### config.mk
export PLATFORM = sky130hd
export DESIGN_NAME = ram128_arbiter
export DESIGN_NICKNAME = d
export VERILOG_FILES = /design/src/rtl/ram128_arb_pkg.sv /design/src/rtl/RAM128X1S.sv /design/src/rtl/ram128_arbiter.sv
export SDC_FILE = /design/constraint.sdc
export NUM_CORES = 1
export LEC_CHECK = 0
export CORE_MARGIN = 10
export CORE_UTILIZATION = 25
export DETAILED_ROUTE_END_ITERATION = 16
export GPL_ROUTABILITY_DRIVEN = 0
export PLACE_DENSITY = 0.47
export SKIP_CTS_REPAIR_TIMING = 1
export SLEW_MARGIN = 20
export SYNTH_ARGS = -nofsm -noshare
export SYNTH_HDL_FRONTEND = slang
export SYNTH_SLANG_ARGS = --single-unit
### constraint.sdc
create_clock -name CLK -period 2.9 [get_ports CLK]
set_input_delay 0.29 -clock CLK [delete_from_list [all_inputs] [get_ports CLK]]
set_output_delay 0.29 -clock CLK [all_outputs]
set_load 0.05 [all_outputs]
### src/rtl/ram128_arb_pkg.sv
// Shared constants and FSM encoding for the two-port arbiter around a 128x1 RAM.
package ram128_arb_pkg;

    localparam int DEPTH  = 128;
    localparam int ADDR_W = 7;

    typedef enum logic {
        CLEAR = 1'b0,
        SERVE = 1'b1
    } arb_state_t;

endpackage

### src/rtl/RAM128X1S.sv
// 128x1 distributed RAM: asynchronous read, synchronous write on WCLK.
module RAM128X1S #(
    parameter logic IS_WCLK_INVERTED = 1'b0
) (
    output logic O,
    input  logic A0,
    input  logic A1,
    input  logic A2,
    input  logic A3,
    input  logic A4,
    input  logic A5,
    input  logic A6,
    input  logic D,
    input  logic WCLK,
    input  logic WE
);

    logic [127:0] mem;
    logic [6:0]   addr;
    logic         wclk_int;

    assign addr     = {A6, A5, A4, A3, A2, A1, A0};
    assign wclk_int = WCLK ^ IS_WCLK_INVERTED;
    assign O        = mem[addr];

    always_ff @(posedge wclk_int) begin
        if (WE) begin
            mem[addr] <= D;
        end
    end

endmodule

### src/rtl/ram128_arbiter.sv
// Round-robin arbiter sharing one 128x1 RAM between two requesters, with a
// full clear sweep after reset and on a CLR pulse.
module ram128_arbiter
    import ram128_arb_pkg::*;
#(
    parameter logic CLR_VAL         = 1'b0,
    parameter logic IS_CLK_INVERTED = 1'b0
) (
    input  logic       CLK,
    input  logic       RST,
    input  logic       CLR,
    output logic       BUSY,
    input  logic       REQ0_VALID,
    input  logic       REQ1_VALID,
    input  logic       REQ0_WE,
    input  logic       REQ1_WE,
    input  logic [6:0] REQ0_ADDR,
    input  logic [6:0] REQ1_ADDR,
    input  logic       REQ0_WDATA,
    input  logic       REQ1_WDATA,
    output logic       REQ0_READY,
    output logic       REQ1_READY,
    output logic       RSP0_VALID,
    output logic       RSP1_VALID,
    output logic       RSP0_RDATA,
    output logic       RSP1_RDATA
);

    logic              clk_int;
    arb_state_t        state, state_nxt;
    logic [ADDR_W-1:0] cnt, cnt_nxt;
    logic              ptr, ptr_nxt;
    logic              gnt0, gnt1;
    logic              ram_we, ram_d, ram_o;
    logic [ADDR_W-1:0] ram_a;
    logic              rsp0_vld_p1, rsp1_vld_p1;
    logic              rsp0_rdata_p1, rsp1_rdata_p1;

    assign clk_int = CLK ^ IS_CLK_INVERTED;

    always_comb begin
        state_nxt = state;
        cnt_nxt   = cnt;
        ptr_nxt   = ptr;
        gnt0      = 1'b0;
        gnt1      = 1'b0;
        ram_we    = 1'b0;
        ram_a     = cnt;
        ram_d     = CLR_VAL;
        case (state)
            CLEAR: begin
                ram_we  = 1'b1;
                cnt_nxt = cnt + 1'b1;
                if (cnt == ADDR_W'(DEPTH - 1)) begin
                    state_nxt = SERVE;
                end
            end
            SERVE: begin
                // CLR wins over any request presented in the same cycle
                if (CLR) begin
                    state_nxt = CLEAR;
                    cnt_nxt   = '0;
                end else begin
                    gnt0 = REQ0_VALID && (!REQ1_VALID || !ptr);
                    gnt1 = REQ1_VALID && (!REQ0_VALID || ptr);
                    if (gnt0) begin
                        ram_we  = REQ0_WE;
                        ram_a   = REQ0_ADDR;
                        ram_d   = REQ0_WDATA;
                        ptr_nxt = 1'b1;
                    end else if (gnt1) begin
                        ram_we  = REQ1_WE;
                        ram_a   = REQ1_ADDR;
                        ram_d   = REQ1_WDATA;
                        ptr_nxt = 1'b0;
                    end
                end
            end
            default: state_nxt = CLEAR;
        endcase
    end

    // Stage p1: state update and registered read responses
    always_ff @(posedge clk_int) begin
        if (RST) begin
            state         <= CLEAR;
            cnt           <= '0;
            ptr           <= 1'b0;
            rsp0_vld_p1   <= 1'b0;
            rsp1_vld_p1   <= 1'b0;
            rsp0_rdata_p1 <= 1'b0;
            rsp1_rdata_p1 <= 1'b0;
        end else begin
            state       <= state_nxt;
            cnt         <= cnt_nxt;
            ptr         <= ptr_nxt;
            rsp0_vld_p1 <= gnt0 && !REQ0_WE;
            rsp1_vld_p1 <= gnt1 && !REQ1_WE;
            if (gnt0 && !REQ0_WE) begin
                rsp0_rdata_p1 <= ram_o;
            end
            if (gnt1 && !REQ1_WE) begin
                rsp1_rdata_p1 <= ram_o;
            end
        end
    end

    assign BUSY       = (state == CLEAR);
    assign REQ0_READY = gnt0;
    assign REQ1_READY = gnt1;
    assign RSP0_VALID = rsp0_vld_p1;
    assign RSP1_VALID = rsp1_vld_p1;
    assign RSP0_RDATA = rsp0_rdata_p1;
    assign RSP1_RDATA = rsp1_rdata_p1;

    RAM128X1S #(
        .IS_WCLK_INVERTED(IS_CLK_INVERTED)
    ) u_ram (
        .O   (ram_o),
        .A0  (ram_a[0]),
        .A1  (ram_a[1]),
        .A2  (ram_a[2]),
        .A3  (ram_a[3]),
        .A4  (ram_a[4]),
        .A5  (ram_a[5]),
        .A6  (ram_a[6]),
        .D   (ram_d),
        .WCLK(CLK),
        .WE  (ram_we)
    );

    // A pending command must stay valid and unchanged until it is accepted
    a_req0_hold: assert property (@(posedge clk_int) disable iff (RST)
        (REQ0_VALID && !REQ0_READY) |=> (REQ0_VALID && $stable(REQ0_WE) &&
                                         $stable(REQ0_ADDR) && $stable(REQ0_WDATA)));
    a_req1_hold: assert property (@(posedge clk_int) disable iff (RST)
        (REQ1_VALID && !REQ1_READY) |=> (REQ1_VALID && $stable(REQ1_WE) &&
                                         $stable(REQ1_ADDR) && $stable(REQ1_WDATA)));

endmodule

# After elaboration in Yosys (flattened, before gate mapping)
# Index checks and enable logic that the tools add are counted.
# word_totals
reg_bits	141
latchBits	0
ramBits	0
rom_bits	0
word_cells	57
n_memories	0
# op_classes
n_addsub	1
mul	0
div_mod_pow	0
magnitude_cmp	2
eq_ne	2
shift	0
mux	28
bitwise	2
reduce_logical	14
# ops
op	count
$bwmux W128	1
$mux W7	5
$mux W1	17
$pmux W7 S2	1
$lt A7 B8 Y1 const B	1
$add A7 B1 Y7 const B	1
$bmux W1 S7	1
$demux W1 S7	1
$eq A7 B7 Y1 const B	1
$ge A7 B1 Y1 const B	1
$logic_and A1 B1 Y1	5
$logic_not A1 Y1	5
$pmux W1 S2	2
$reduce_and A3 Y1	1
$logic_or A1 B1 Y1	2
$ne A2 B2 Y1 const B	1
$not A1 Y1	2
$reduce_bool A2 Y1	1

# Logic depth before layout (Yosys ltp)
# depth
word_depth	12
mapped_depth	12

# Modules after synthesis
# Synthesis repeated with hierarchy kept, for this count alone.
# unflattened
cells_unflattened	534
area_unflattened_um2	6600.1
# modules_own_cells
mod	n_inst	cells_per_inst	area_each_um2
RAM128X1S	1	443	5799.3
ram128_arbiter	1	91	800.8

# Least setup slack after synthesis
# Ideal clock, no wire load.
# synth_timing
kind	register to register
startpoint	register state
endpoint	register u_ram.mem[0] (data pin)
setup_ns	0.532
arrival_time_ns	2.882
required_ns	2.368
slack_ns	-0.514
stages_incl_launch_ff	6
path_buffers	1
period_less_slack_ns	3.414
cell_sequence	dfxtp_1 > buf_4 > and2b_4 > nand2_1 > inv_1 > a22o_1
# synth_rtl
item	line	rtl
from (decl)	ram128_arbiter.sv:30	arb_state_t state, state_nxt;
from (signal assigned)	ram128_arbiter.sv:94	state <= state_nxt;
$mux W1	ram128_arbiter.sv:50	case (state)
named net ram_d	ram128_arbiter.sv:34	logic ram_we, ram_d, ram_o;
$bwmux W128	RAM128X1S.sv:28	mem[addr] <= D;
to (signal, indexed assignment)	RAM128X1S.sv:28	
to (decl)	RAM128X1S.sv:18	logic [127:0] mem;
# The timed path passes the listed nets, and every way through them passes these cells.
# A chain may end at the register's enable or synchronous reset.

# Worst setup path after layout
# layout_timing
startpoint	register state
endpoint	register rsp0_rdata_p1, in the netlist RSP0_RDATA
# layout_via
elab_chain_cells	3
# layout_lines
item	line	rtl
$mux W7	ram128_arbiter.sv:50	
$bmux W1 S7	RAM128X1S.sv:24	assign O = mem[addr];
$mux W1 (implied by the code)	RAM128X1S.sv:24	
to (signal assigned)	ram128_arbiter.sv:100	rsp0_rdata_p1 <= ram_o;
to (decl)	ram128_arbiter.sv:37	logic rsp0_rdata_p1, rsp1_rdata_p1;
# Parallel ways exist; a longest one is shown, timed or not. The select of a mux whose other input is x is not followed.

==> results.cfg <==
[worst_setup_path]
startpoint = state
worstRegToRegCells = 11
rr_endpoint = RSP0_RDATA
crit_required_ns = 3.20
cp-end-kind = flop
r2r-start = state
cp_max_fo = 13
r2r_setup_slack_ns = 0.16
critical-path-slowest-cell = or4_1
crit_type = flop to flop
crit_path_start_kind = flop
critPathMaxStageDelay_ns = 0.55
critical_path_buf_inv_count = 3
path_cells = buf_4 > nand3b_1 > nor3_4 > nor3_4 > buf_4 > clkbuf_16 > a2111oi_2 > nor4_1 > or4_1 > o311ai_2 > o31ai_1
cp-endpoint = RSP0_RDATA
arrival_ns = 3.04
path_depth = 11
critical-path-top-delay-family = simple AND/OR/NAND/NOR gates

[synthesis]
synth_warnings = 0
synthFlopType = edfxtp_1
synth-seq-cells = 141
synth_cells = 594
synth_most_common_cell = nor2_1
synth.distinct_cells = 74
synth.net_count = 618
syn_avg_cell_area_um2 = 11.61
synthArstFlopShare = 0
synth.largest_area_cell = edfxtp_1
synth.area.top_cells = edfxtp_1 56%, nor2_1 7.9%, dfxtp_1 3.8%
synthesis.area_mm2 = 0.006894
ys_seq_area_frac = 0.5953
synth_common_cells = 145 x nor2_1, 128 x edfxtp_1, 49 x nand2_1
synth_edf_count = 128
synth_top_cell_area_share = 0.5575

[grt]
grt-ovfl-total = 0
grt_max_degree = 50
grt_pass1_wl_um = 33400
antenna_found_initial = 0
grt_pass1_vias = 5556
grt_use_total = 0.1287

[layout]
insertedDiodeCount = 0
seqCellArea_mm2 = 0.004108
area_growth_pct = 34.59
layout-drive-gt1-share = 0.2749
multi_input_area_mm2 = 0.002611
layout.cells.non_filler = 1094
fill_cells = 2689
final_nets = 764

[die]
rows = 60
initial_core_util = 0.2551
die_h_um = 186.1
core_mm2 = 0.02703
ios = 30
die_area_mm2 = 0.03462
die_w_um = 186.1

[cts]
clock-sinks = 141
htree_num_levels = 4
cts_buffers = 17
path_clk_slew_ns = 0.06
cts_tree = done
clock_latency_ns = 0.43
root_buffer = clkbuf_16
cts_max_path_buffers = 2

[sta]
min_period_ns = 2.744
finalClockSkew_ns = 0.008238
hold_viol = 0
hold_slack_ns = 0.3963
setup_viol = 0
slew_violations = 0
max_slew_margin = 0.6396
fmax_mhz = 364.5
tightest_slew_ns = 0.5386
rsz0062_at_grt = false
post-route-period-util = 0.9461

[power_and_ir_drop]
power_density_mw_per_mm2 = 524.6
vdd_ir_drop_max_uv = 370.4
finalPower_mw = 4.867
power_leakage_nw = 3.180

[route]
drt-total-wl_um = 21980
firstDrtPassIters = 7
drt-initial-drc-count = 578
drc = 0
wl_per_cell_um = 20.09
dr_total_vias = 5520
viasPerCell = 5.046
ant_nets = 0

[placement]
hpwl_um = 15490
dp.cells = 1053
place.port_buffers = 29

[flow_run]
max_cap_viol_count = 0

[min_path]
worstHoldPathType = input port to flop

[run_status]
status = complete, no violations
-- where the power goes --
| part | total [mW] | switching [mW] | internal, mW |
|---|---|---|---|
| Combinational | 0.457 | 0.245 | 0.212 |
| Clock | 2.21 | 0.866 | 1.35 |
| Sequential | 2.20 | 0.00572 | 2.19 |
| Total | 4.87 | 1.12 | 3.75 |
-- metal layers --
layer / vias up / track usage / routed length, µm
met5: - / 0 / 0
met2: 147 / 0.2116 / 10880
li1: 2543 / - / -
met1: 2813 / 0.1680 / 9947
met4: 0 / 0.03708 / 225
met3: 17 / 0.02437 / 929
-- registers in the layout, indices dropped and copies added (netlist names) --
| signal | count |
|---|---|
| RSP1_RDATA | 1 |
| cnt | 7 |
| state | 1 |
| RSP0_VALID | 1 |
| RSP1_VALID | 1 |
| u_ram.mem | 128 |
| ptr | 1 |
| RSP0_RDATA | 1 |
-- cells in the final DEF, fill, tap and decap left out, drive strengths merged, types with 5 or more instances in the layout --
master / synthesis / final
inv: 12 / 14
a21oi: 13 / 13
a211oi: 8 / 8
dfxtp: 13 / 13
clkdlybuf4s50: 0 / 24
buf: 21 / 138
nand2: 50 / 50
o31ai: 12 / 12
edfxtp: 128 / 128
mux4: 10 / 10
mux2i: 13 / 13
nor2b: 5 / 5
nand4: 15 / 15
clkinv: 0 / 8
clkbuf: 18 / 18
o31a: 8 / 8
and2: 5 / 5
a2111oi: 12 / 12
nor2: 145 / 145
o21ai: 6 / 6
nand3: 14 / 14
nor3: 7 / 7
mux2: 5 / 5
or3: 7 / 7
-- worst min path at each step --
| stage | endpoint | startpoint | slack (ns) | cells past startpoint |
|---|---|---|---|---|
| 2_1_floorplan | cnt[4] | CLR | 0.39 | 1 |
| 3_3_place_gp | ptr | ptr | 0.52 | 2 |
| 6_report | cnt[4] | CLR | 0.40 | 4 |
| 4_1_cts | ptr | ptr | 0.53 | 2 |
| 5_1_grt | cnt[4] | CLR | 0.41 | 4 |
| 3_5_place_dp | ptr | ptr | 0.52 | 2 |
-- logic make-up after synthesis --
family | count (synthesis) | share of synthesized area
simple gates | 262 | 0.1710
flops | 141 | 0.5953
compound gates | 110 | 0.1305
buf+inv | 51 | 0.03829
mux | 28 | 0.06189
xor+xnor | 1 | 0.001271
fa+ha+maj | 1 | 0.001815
-- tightest hold or removal path, delay by kind of cell --
family | cells | cell delay [ns]
compound gates | 1 | 0.06
buf+inv | 3 | 0.42
-- final cells by class --
class	instances	area share
timing repair buffer	166	0.1609
inverter	12	0.004854
clock buffer	17	0.04585
sequential	141	0.4427
multi-input combinational	402	0.2814
tap	341	0.04598
clock inverter	15	0.01834
-- per-stage QoR --
stage	util	worst slack, ns	area (µm²)	setup TNS (ns)
4_1_cts	0.3368	0.02819	9102	0
3_3_place_gp	0.3148	-0.4247	8507	-7.620
6_report	0.3433	0.1564	9279	0
5_1_grt	0.3433	0.01754	9279	0
3_5_place_dp	0.3148	-0.4234	8507	-10.27
2_1_floorplan	-	0.2388	6895	0
Note: power is estimated with default switching activity, not from simulation.
